==> src/rtl/regfile_dump.sv <==
// Register-file scan-out: walks addresses 0..NUM_REGS-1 and streams each word on a valid/ready port.
// Optional REGDUMP_SKIP_ZERO_EN suppresses beats for registers that read as zero.
module regfile_dump #(
  parameter int NUM_REGS   = 16,
  parameter int ADDR_WIDTH = 5,
  parameter int DATA_WIDTH = 32
) (
  input  logic                  clk,
  input  logic                  reset,
  input  logic                  start,
  output logic [ADDR_WIDTH-1:0] rf_addr,
  input  logic [DATA_WIDTH-1:0] rf_data,
  output logic                  freeze,
  output logic                  out_valid,
  input  logic                  out_ready,
  output logic [DATA_WIDTH-1:0] out_data,
  output logic [ADDR_WIDTH-1:0] out_index,
  output logic                  done
);

  localparam logic [1:0] IDLE   = 2'd0;
  localparam logic [1:0] READ   = 2'd1;
  localparam logic [1:0] SEND   = 2'd2;
  localparam logic [1:0] DONE_S = 2'd3;

  localparam logic [ADDR_WIDTH-1:0] LAST = ADDR_WIDTH'(NUM_REGS - 1);

  logic [1:0]            state;
  logic [ADDR_WIDTH-1:0] idx;

  always_ff @(posedge clk) begin
    if (reset) begin
      state     <= IDLE;
      idx       <= '0;
      rf_addr   <= '0;
      freeze    <= 1'b0;
      out_valid <= 1'b0;
      out_data  <= '0;
      out_index <= '0;
      done      <= 1'b0;
    end else begin
      done <= 1'b0;
      case (state)
        IDLE: begin
          if (start) begin
            idx     <= '0;
            rf_addr <= '0;
            freeze  <= 1'b1;
            state   <= READ;
          end
        end
        READ: begin
`ifdef REGDUMP_SKIP_ZERO_EN
          // Zero registers are skipped; out_index tells the consumer which ones remain.
          if (rf_data == '0) begin
            if (idx == LAST) begin
              freeze <= 1'b0;
              done   <= 1'b1;
              state  <= DONE_S;
            end else begin
              idx     <= idx + 1'b1;
              rf_addr <= idx + 1'b1;
            end
          end else begin
            out_data  <= rf_data;
            out_index <= idx;
            out_valid <= 1'b1;
            state     <= SEND;
          end
`else
          out_data  <= rf_data;
          out_index <= idx;
          out_valid <= 1'b1;
          state     <= SEND;
`endif
        end
        SEND: begin
          // Termination is checked before incrementing so idx never wraps.
          if (out_valid && out_ready) begin
            out_valid <= 1'b0;
            if (idx == LAST) begin
              freeze <= 1'b0;
              done   <= 1'b1;
              state  <= DONE_S;
            end else begin
              idx     <= idx + 1'b1;
              rf_addr <= idx + 1'b1;
              state   <= READ;
            end
          end
        end
        DONE_S:  state <= IDLE;
        default: state <= IDLE;
      endcase
    end
  end

endmodule
==> config.mk <==
export PLATFORM = sky130hd
export DESIGN_NAME = regfile_dump
export DESIGN_NICKNAME = d
export VERILOG_FILES = /design/src/rtl/regfile_dump.sv
export SDC_FILE = /design/constraint.sdc
export NUM_CORES = 1
export LEC_CHECK = 0
export CORE_MARGIN = 1
export CORE_UTILIZATION = 41
export DETAILED_ROUTE_END_ITERATION = 12
export GPL_TIMING_DRIVEN = 0
export HOLD_SLACK_MARGIN = 0.02
export PLACE_DENSITY_LB_ADDON = 0.05
export REMOVE_ABC_BUFFERS = 1
export SETUP_SLACK_MARGIN = 0.5
export SKIP_LAST_GASP = 1
export SLEW_MARGIN = 10
export SYNTH_ARGS = -nofsm -noshare
export SYNTH_HDL_FRONTEND = slang
export SYNTH_SLANG_ARGS = --single-unit
==> constraint.sdc <==
create_clock -name clk -period 1.95 [get_ports clk]
set_input_delay 0.195 -clock clk [delete_from_list [all_inputs] [get_ports clk]]
set_output_delay 0.195 -clock clk [all_outputs]
set_load 0.02 [all_outputs]
==> Word-level counts from Yosys, hierarchy flattened <==
Cells that the tools add are included.
Widths: inputs -> output; s select.
{ "totals": {"inputBits": 36, "out_inout_bits": 45, "regBits": 47, "elab_cells": 42} }
{ "op_classes": {"reduce_logical": 9, "eq_ne": 8, "muxes": 15, "bitwise_logic": 2, "addsub": 1} }
{ "op_table": {"columns": ["cell", "n"], "rows": [
  ["$mux 5", 3],
  ["$pmux 5 s2", 1],
  ["$ne 2x2->1 const B", 4],
  ["$pmux 2 s4", 1],
  ["$reduce_and 4->1", 2],
  ["$mux 2", 3],
  ["$add 5x1->5 const B", 1],
  ["$eq 5x4->1 const B", 1],
  ["$mux 1", 5],
  ["$eq 2x2->1 const B", 2],
  ["$pmux 1 s2", 2],
  ["$reduce_and 2->1", 2],
  ["$reduce_bool 2->1", 2],
  ["$reduce_or 3->1", 1],
  ["$eq 2x1->1 const B", 1],
  ["$logic_not 2->1", 1],
  ["$not 1->1", 2],
  ["$logic_and 1x1->1", 1]
]} }

==> Logic depth before layout (Yosys ltp) <==
Gate-level depths: netlist (run 1).
{ "logic_depth": {"depth_word": 4, "mapped_depth": 6, "depth_no_buf": 6} }

==> Least setup slack after synthesis (run 1) <==
No wires, ideal clock.
{ "synth_path": {"path_kind": "reg-to-reg", "startpoint": "register idx[0]", "endpoint": "register idx[2]", "setup_ps": 133, "stages_incl_launch_ff": 7, "path_slack_ps": 225, "t_arrival_ps": 1593, "required_ps": 1817, "period_less_slack_ps": 1725, "n_path_buf": 0, "cell_sequence": "dfxtp_1 -> ha_1 -> and3_1 -> ha_1 -> nand4b_1 -> a221oi_1 -> o32ai_1"} }
{ "synth_via": {"elab_chain_len": 4, "elab_cells_between_ends": 7, "cone_classes": "add/sub: 1; eq/ne: 2; mux: 3; reduce/logical: 1"} }
{ "synth_lines": {"columns": ["element", "line", "rtl"], "rows": [
  ["from (decl)", "29", "logic [ADDR_WIDTH-1:0] idx;"],
  ["from (signal assigned)", "86", "idx <= idx + 1'b1;"],
  ["$add 5x1->5", "86", null],
  ["$mux 5", "81", "if (idx == LAST) begin"],
  ["$mux 5", "79", "if (out_valid && out_ready) begin"],
  ["$pmux 5 s2", "43", "case (state)"]
]} }
Parallel ways exist; a longest one is shown, timed or not. The select of a mux whose other input is x is not followed.
A chain may end at the register's enable or synchronous reset.

==> Worst setup path in the final report (run 1) <==
{ "layout_path": {"startpoint": "register idx[1]", "endpoint": "register idx[0]"} }
{ "layout_via": {"elab_chain_len": 3} }
{ "layout_lines": {"columns": ["element", "line"], "rows": [
  ["$eq 5x4->1", "81"],
  ["$ne 2x2->1 (no source line)", null],
  ["$reduce_and 4->1 (no source line)", null]
]} }
No other way between the ends.

==> results_dict.tcl, run 1 <==
set metrics [dict create \
    run_status "finished, final reports clean" \
    synth_cell_types 24 \
    grt_pass1_wl_mm 6.886 \
    areaGrowthSynthToFinish_pct 61.87 \
    reg2reg_slack_ps 340 \
    hp-start "reset" \
    cap_violations 0 \
    dp.cells 331 \
    syn_area_per_cell_um2 8.287 \
    postLayoutCoreUtil_pct 70.58 \
    slew_headroom_pct 70.42 \
    io_pins 81 \
    drt-wirelength-per-cell_um 13.92 \
    layout.cells.non_filler 347 \
    synth_seq_area_share_pct 52.81 \
    overflow 0 \
    fp.dieH_um 67.92 \
    worstSetupPathType "reg -> reg" \
    postRouteAntennaNets 0 \
    dieArea_um2 4613 \
    reg2reg_from "idx[1]$_SDFFE_PP0P_" \
    dr.max_layer_used "met4" \
    crit_path_top_delay_cell "dfxtp_4" \
    worst_pin_slew_ps 443.6 \
    insertion_delay_ps 290 \
    period_minus_slack_ps 1605 \
    wl_met3_um 314 \
    drv_slew 0 \
    rows 23 \
    synth_top_area_share_pct 52.81 \
    routed_wl_mm 4.831 \
    syn_area_um2 1782 \
    max_stage_delay_ps 360 \
    hold_depth 2 \
    p_per_area_nw_per_um2 658.3 \
    clockBufferDepth 2 \
    antenna_found_initial 0 \
    drive_above_1_share_pct 9.764 \
    cts_buffers 5 \
    final-hold-violation-count 0 \
    root_buffer "clkbuf_8" \
    drt-met1-wl_mm 2.206 \
    netlist_instances 215 \
    track_usage_pct 20.15 \
    r2r_end "idx[0]$_SDFFE_PP0P_" \
    nNetsFinal 337 \
    yosysTopAreaCell "dfxtp_1" \
    total_power_mw 1.898 \
    die_w_um 67.92 \
    grt_start_max_net_pins 39 \
    crit_top_cell "ha_4" \
    min_to "out_data[28]$_SDFFE_PP0P_" \
    grt_pass1_vias 1474 \
    max_freq_mhz 623.0 \
    timing.final.crit_share_pct 82.31 \
    multi_input_area_um2 807.0 \
    rsz0062_at_grt "yes" \
    cts_tree "done" \
    power_leakage_nw 1.585 \
    dr.pass1.iters 4 \
    numClockSinks 47 \
    drtIter0Drc 84 \
    wl_met2_mm 2.269 \
    ys_seq_elements 47 \
    synth_warnings 0 \
    vias 1728 \
    hp-class "in -> reg" \
    h-tree-depth 2 \
    path_clk_slew_ps 80 \
    start_util_pct 43.60 \
    crit_path_cell_trace "ha_4 > and3_4 > ha_4 > nand4b_1 > a21oi_2 > o22ai_1" \
    dp_hpwl_mm 2.859 \
    crit_path_end_kind "flip-flop" \
    vdd_drop_max_mv 0.3779 \
    drcViolationCount 0 \
    io_buffer_count 80 \
    finalSetupViolCount 0 \
    cp_max_fo 3 \
    n_antenna_cell 0 \
    start_kind "flip-flop" \
    synthTopCellsByArea "dfxtp_1 53%, nand2_1 16%, a21oi_1 11%" \
    reg2reg_depth 6 \
    arrival_ps 1770 \
    skew_ps 6.687 \
    crit_required_ps 2120 \
    hold-worst-slack_ps 291.1 \
    gp_congestion 0.8070 \
    cts_hold_buf 0 \
    nFillCells 354 \
    register_area_um2 950.9 \
    drt-vias-per-instance 4.980 \
    core_area_um2 4086 \
]
[per-stage QoR]
stage               setup TNS, ps  setup slack (ps)  area (µm²)
floorplan                   -3148            -85.07        1685
global placement           -41890             -1063        2549
detailed placement              0             151.7        2574
CTS                             0             349.5        2783
global route                    0             271.7        2884
finish                          0             344.9        2884
[cell usage in the layout (no fill, tap or decap), types with 3 or more instances in the layout]
master / n
dlymetal6s2s_1: 33
dfxtp_1: 43
buf_4: 6
nand3_1: 3
clkdlybuf4s50_1: 40
nand2b_1: 4
a211oi_1: 3
nand2_1: 76
buf_12: 3
inv_1: 4
a21oi_1: 39
clkbuf_8: 5
dlygate4sd2_1: 6
nand4b_1: 3
[synthesized netlist by cell type]
cell      count
a211oi_1      3
a21oi_1      40
a221oi_1      1
and3_1        1
and3b_1       1
and4b_1       1
buf_2         2
buf_4         4
buf_6         3
clkbuf_1      6
dfxtp_1      47
ha_1          3
inv_1         4
nand2_1      76
nand2b_1      5
nand3_1       3
nand4b_1      3
nor2_1        2
nor2b_1       2
o21ai_0       3
o21ba_2       1
o22ai_1       1
o311ai_0      1
o32ai_1       2
[routing by layer]
| layer | vias up | track usage, % |
|---|---|---|
| met5 | - | 0 |
| met4 | 0 | 5.469 |
| met3 | 5 | 6.167 |
| met2 | 49 | 34.93 |
| met1 | 799 | 23.80 |
| li1 | 875 | - |
[worst max path at each step]
stage                               start                   endpoint  cells after the start
floorplan           state[0]$_SDFFE_PP0P_   out_data[0]$_SDFFE_PP0P_                      3
global placement    state[0]$_SDFFE_PP0P_  out_data[20]$_SDFFE_PP0P_                      3
detailed placement    idx[0]$_SDFFE_PP0P_        idx[2]$_SDFFE_PP0P_                      6
CTS                   idx[1]$_SDFFE_PP0P_        idx[2]$_SDFFE_PP0P_                      6
global route          idx[1]$_SDFFE_PP0P_        idx[2]$_SDFFE_PP0P_                      6
finish                idx[1]$_SDFFE_PP0P_        idx[0]$_SDFFE_PP0P_                      6
[kinds of logic after synthesis]
| family | synth area share [%] |
|---|---|
| buf+inv | 6.250 |
| fa+ha+maj | 2.107 |
| compound gates | 16.22 |
| simple gates | 22.61 |
| flops | 52.81 |
[registers in the layout (all words and copies together) (netlist names)]
| register | cells |
|---|---|
| out_data | 32 |
| done | 1 |
| idx | 5 |
| out_index | 5 |
| state | 2 |
| freeze | 1 |
| out_valid | 1 |
[worst max-delay path, delay by kind of cell, from the launching register on]
kind / cells / cell delay (ps)
fa+ha+maj: 2 / 320
simple gates: 2 / 440
compound gates: 2 / 370
flops: 1 / 360
[power breakdown]
part           switching (mW)  leakage [nW]  total [mW]  internal [mW]
combinational           0.166          1.16       0.344          0.178
clock                   0.285        0.0371       0.524          0.239
sequential             0.0321         0.385        1.03          0.999
total                   0.482          1.58        1.90           1.42
[cell type report]
type                            count  share of cell area, %
Sequential cell                    47                  32.97
Tap cell                           50                  2.169
Inverter                            4                 0.5206
Timing Repair Buffer               89                  33.84
Clock buffer                        6                  2.516
Multi-Input combinational cell    151                  27.98
[repair_timing]
| item | in CTS | in global routing |
|---|---|---|
| gates cloned | 1 | 1 |
| gates resized for setup | 20 | 37 |
| setup buffers | 7 | 1 |
| pin swaps | 6 | 3 |
| setup endpoints to repair | 49 | 76 |
(Power assumes the default switching activity.)
==> run 2, diff against run 1 <==
Settings changed: CORE_UTILIZATION 41 to 37.
Clock period 1.95 ns to 1.45 ns, I/O delays scaled along.
==> results_dict.tcl, run 2 (synthesis gave the netlist of run 1 again) <==
set metrics [dict create \
    clockBufferDepth 2 \
    nNetsFinal 348 \
    crit_path_cell_trace "ha_4 > and3_4 > ha_4 > nand4b_1 > a21oi_2 > o32ai_2" \
    io_pins 81 \
    power_leakage_nw 1.164 \
    fp.dieH_um 71.40 \
    insertion_delay_ps 290 \
    dp.cells 333 \
    routed_wl_mm 5.165 \
    drv_slew 0 \
    areaGrowthSynthToFinish_pct 66.71 \
    antenna_found_initial 0 \
    period_minus_slack_ps 1619 \
    drt-vias-per-instance 4.873 \
    n_antenna_cell 0 \
    worst_pin_slew_ps 452.6 \
    vias 1764 \
    arrival_ps 1780 \
    grt_start_max_net_pins 30 \
    worstSetupPathType "reg -> reg" \
    start_kind "flip-flop" \
    largest_register_ffs 32 \
    cp_max_fo 3 \
    crit_required_ps 1610 \
    violations "design-rule violations, negative setup slack" \
    final_cell_mix "75 x nand2_1, 46 x buf_4, 39 x a21oi_1, 34 x clkdlybuf4s50_1, 28 x dfxtp_2" \
    cts_tree "done" \
    gp_congestion 0.7420 \
    layout.cells.non_filler 362 \
    core_area_um2 4504 \
    crit_top_cell "ha_4" \
    grt_pass1_vias 1699 \
    reg.largest.list "out_data (32), idx (5), out_index (5)" \
    regMostFlops "out_data" \
    fin_ws_ps -169.0 \
    slew_headroom_pct 69.83 \
    track_usage_pct 20.41 \
    dieArea_um2 5097 \
    final-hold-violation-count 0 \
    final.setup.tns_ps -620.0 \
    cts_buffers 5 \
    grt_pass1_wl_mm 8.059 \
    h-tree-depth 2 \
    p_per_area_nw_per_um2 930.5 \
    hp-class "in -> reg" \
    numClockSinks 47 \
    drtIter0Drc 39 \
    finalSetupViolCount 5 \
    crit_path_end_kind "flip-flop" \
    die_w_um 71.40 \
    vdd_drop_max_mv 0.5591 \
    path_clk_slew_ps 90 \
    postRouteAntennaNets 0 \
    drcViolationCount 7 \
    root_buffer "clkbuf_8" \
    rsz0062_at_grt "yes" \
    total_power_mw 2.764 \
    final_common_cell "nand2_1" \
    crit_path_top_delay_cell "dfxtp_4" \
    dr.pass1.iters 8 \
    overflow 0 \
    drive_above_1_share_pct 40.65 \
    skew_ps 5.756 \
    max_stage_delay_ps 370 \
    timing.final.crit_share_pct 111.7 \
    max_freq_mhz 617.7 \
    cts_hold_buf 0 \
    rows 24 \
    drt-wirelength-per-cell_um 14.27 \
    io_buffer_count 80 \
    dp_hpwl_mm 2.796 \
    run_status "complete, but fails checks" \
    cap_violations 0 \
    start_util_pct 39.56 \
]
-- run 2: cell types whose count changed in the layout (fill, tap and decap cells not counted), moves of 3 or more --
cell             change
dlymetal6s2s_1      -33
buf_4               +40
dfxtp_1             -31
clkdlybuf4s50_1      -6
nand2b_4             +3
buf_6               +12
dfxtp_2             +26
dlygate4sd2_1        -6
dfxtp_4              +5
-- run 2: power by group --
group	switching, mW	total [mW]	internal, mW	leakage [nW]
registers	0.0418	1.39	1.34	0.400
clock network	0.436	0.870	0.434	0.0505
logic	0.246	0.508	0.262	0.714
total	0.724	2.76	2.04	1.16
-- run 2: worst max-delay path: cells and delay by family, from the launching register on --
kind / cells / cell delay, ps
simple gates: 2 / 410
flops: 1 / 370
fa+ha+maj: 2 / 310
compound gates: 2 / 400
-- run 2: layer usage --
metal	global-route usage [%]	routed length [µm]	vias up
li1	-	-	908
met5	0	0	-
met4	7.111	61	0
met1	25.64	2283	785
met3	5.204	360	7
met2	34.07	2460	64
-- run 2: final timing paths --
| check | slack (ps) | startpoint | cells past startpoint | to |
|---|---|---|---|---|
| worst max-delay path | -170 | idx[0]$_SDFFE_PP0P_ | 6 | idx[4]$_SDFFE_PP0P_ |
| worst max register to register | -170 | idx[0]$_SDFFE_PP0P_ | 6 | idx[4]$_SDFFE_PP0P_ |
| worst min-delay path | 290 | reset | 2 | out_data[9]$_SDFFE_PP0P_ |
| worst min register to register | 450 | out_data[15]$_SDFFE_PP0P_ | 2 | out_data[15]$_SDFFE_PP0P_ |
-- run 2: cell type report --
cell class                 count  area, µm²
sequential                    47       1002
clock buffer                   7      96.34
tap                           52      65.06
timing repair buffer          97      898.4
clock inverter                 1      7.507
multi-input combinational    154      885.9
fill                         411       1534
inverter                       4      15.01
-- run 2: metrics by stage --
step | worst slack [ps] | cell area [µm²] | hold slack, ps | util, %
floorplan | -585.1 | 1685 | 214.1 | -
global placement | -1540 | 2551 | 441.8 | 56.64
detailed placement | -355.2 | 2584 | 445.9 | 57.36
CTS | -126.6 | 2793 | 276.2 | 62.00
global route | -205.5 | 2970 | 301.6 | 65.94
finish | -169.0 | 2970 | 287.4 | 65.94
-- run 2: timing repair --
action | CTS | global route
endpoints found under the setup margin | 92 | 91
hold endpoints to repair | 0 | 0
pin swaps | 11 | 6
gates resized for setup | 240 | 62
setup buffers | 12 | 4
gates cloned | 4 | 1
==> run 3, diff against run 2 <==
Settings changed: SETUP_SLACK_MARGIN 0.5 to 0.3.
==> results_dict.tcl, run 3 (synthesis gave the netlist of run 1 again) <==
set metrics [dict create \
    run_status "complete, but fails checks" \
    violations "design-rule violations, negative setup slack" \
    h-tree-depth 2 \
    postRouteAntennaNets 0 \
    final_common_cell "nand2_1" \
    max_freq_mhz 610.8 \
    numClockSinks 47 \
    total_power_mw 2.751 \
    path_clk_slew_ps 90 \
    dpl_cell_area_um2 2584 \
    timing.final.crit_share_pct 112.9 \
    final_cell_area_um2 2987 \
    cap_violations 0 \
    p_per_area_nw_per_um2 921.1 \
    drtIter0Drc 60 \
    skew_ps 5.598 \
    slew_headroom_pct 70.08 \
    start_util_pct 39.56 \
    final_cell_mix "75 x nand2_1, 41 x dfxtp_1, 38 x a21oi_1, 34 x clkdlybuf4s50_1, 20 x clkdlybuf4s15_1" \
    cp_max_fo 3 \
    postLayoutCoreUtil_pct 66.31 \
    power.share.clock_pct 31.6 \
    largest_register_ffs 32 \
    drt-vias-per-instance 4.870 \
    die_w_um 71.40 \
    io_pins 81 \
    cts_buffers 5 \
    clockBufferDepth 2 \
    routed_wl_mm 5.111 \
    root_buffer "clkbuf_8" \
    period_minus_slack_ps 1637 \
    switching_share_pct 26.07 \
    antenna_found_initial 0 \
    crit_path_end_kind "flip-flop" \
    grt_start_max_net_pins 30 \
    arrival_ps 1810 \
    dieArea_um2 5097 \
    regMostFlops "out_data" \
    crit_start "idx[0]$_SDFFE_PP0P_" \
    gp_congestion 0.7420 \
    finalSetupViolCount 5 \
    comb_power_share_pct 18.2 \
    nFillCells 410 \
    p_int_mw 2.034 \
    core_area_um2 4504 \
    worstSetupPathType "reg -> reg" \
    start_kind "flip-flop" \
    hp-class "in -> reg" \
    reg.largest.list "out_data (32), idx (5), out_index (5)" \
    crit_required_ps 1620 \
    power_leakage_nw 1.178 \
    io_buffer_count 80 \
    grt_pass1_vias 1635 \
    hp-start "reset" \
    fp.dieH_um 71.40 \
    track_usage_pct 19.30 \
    dr.pass1.iters 8 \
    rows 24 \
    layout.cells.non_filler 361 \
    final-hold-violation-count 0 \
    drv_slew 0 \
    dp.cells 333 \
    vias 1758 \
    insertion_delay_ps 290 \
    drcViolationCount 7 \
    grt_pass1_wl_mm 7.617 \
    cts_tree "done" \
    worst_pin_slew_ps 448.7 \
    rsz0062_at_grt "yes" \
    drive_above_1_share_pct 18.45 \
    dpl_worst_slack_ps -355.2 \
    seq_power_share_pct 50.2 \
    overflow 0 \
    reg2reg_from "idx[0]$_SDFFE_PP0P_" \
    nNetsFinal 347 \
    fin_ws_ps -187.3 \
    areaGrowthSynthToFinish_pct 67.63 \
    p_sw_mw 0.7171 \
    n_antenna_cell 0 \
    dp_hpwl_mm 2.796 \
    vdd_drop_max_mv 0.5542 \
    drt-wirelength-per-cell_um 14.16 \
]
run 3: changes by cell type in the layout (fill, tap and decap cells not counted), sizes merged:
cell / previous run / this run
buf: 63 / 19
clkbuf: 7 / 10
clkdlybuf4s15: 0 / 24
dlygate4sd2: 0 / 18
nand2b: 9 / 7
run 3: final timing paths:
check | end | slack (ps) | cells after the start
worst max register to register | idx[4]$_SDFFE_PP0P_ | -190 | 6
worst min register to register | out_data[9]$_SDFFE_PP0P_ | 450 | 2
worst min-delay path | out_data[9]$_SDFFE_PP0P_ | 290 | 2
worst max-delay path | idx[4]$_SDFFE_PP0P_ | -190 | 6
run 3: power groups by stage:
stage	Clock, mW	Combinational [mW]	Sequential (mW)
after global routing	0.951	0.541	1.39
after global placement	0	0.424	1.41
after floorplan	0	0.113	1.47
final	0.870	0.500	1.38
after CTS	0.900	0.440	1.39
after detailed placement	0	0.433	1.41
run 3: per-stage QoR:
step	setup TNS, ps	hold slack, ps
after floorplan	-22630	214.1
after global placement	-64710	441.8
after detailed placement	-10620	445.9
after CTS	-418.2	276.2
after global routing	-997.5	301.3
final	-696.0	285.3
run 3: layout make-up:
| class | instances | area, µm² | share of cell area (%) |
|---|---|---|---|
| Inverter | 4 | 15.01 | 0.5027 |
| Timing Repair Buffer | 98 | 985.9 | 33.01 |
| Tap cell | 52 | 65.06 | 2.178 |
| Clock inverter | 1 | 7.507 | 0.2514 |
| Multi-Input combinational cell | 152 | 855.8 | 28.66 |
| Sequential cell | 47 | 960.9 | 32.17 |
| Clock buffer | 7 | 96.34 | 3.226 |
run 3: what timing repair did:
action | in CTS | in global routing
gates cloned | 2 | 3
pin swaps | 9 | 6
setup buffers | 7 | 8
hold endpoints to repair | 0 | 0
setup endpoints to repair | 90 | 68
gates resized for setup | 84 | 30
hold buffers | 0 | 0
run 3: metal layers:
layer / vias to the layer above / part of all wire (%) / global-route usage, %
li1: 905 / - / -
met1: 778 / 43 / 23.17
met2: 66 / 47 / 33.12
met3: 9 / 7.8 / 5.767
met4: 0 / 2.0 / 6.222
met5: - / 0 / 0
run 3: worst max-delay path, stage by stage, from the launching register on:
cell,delay (ps)
dfxtp_4,370
ha_4,160
and3_4,180
ha_4,150
nand4b_1,250
a21oi_2,280
o32ai_2,120
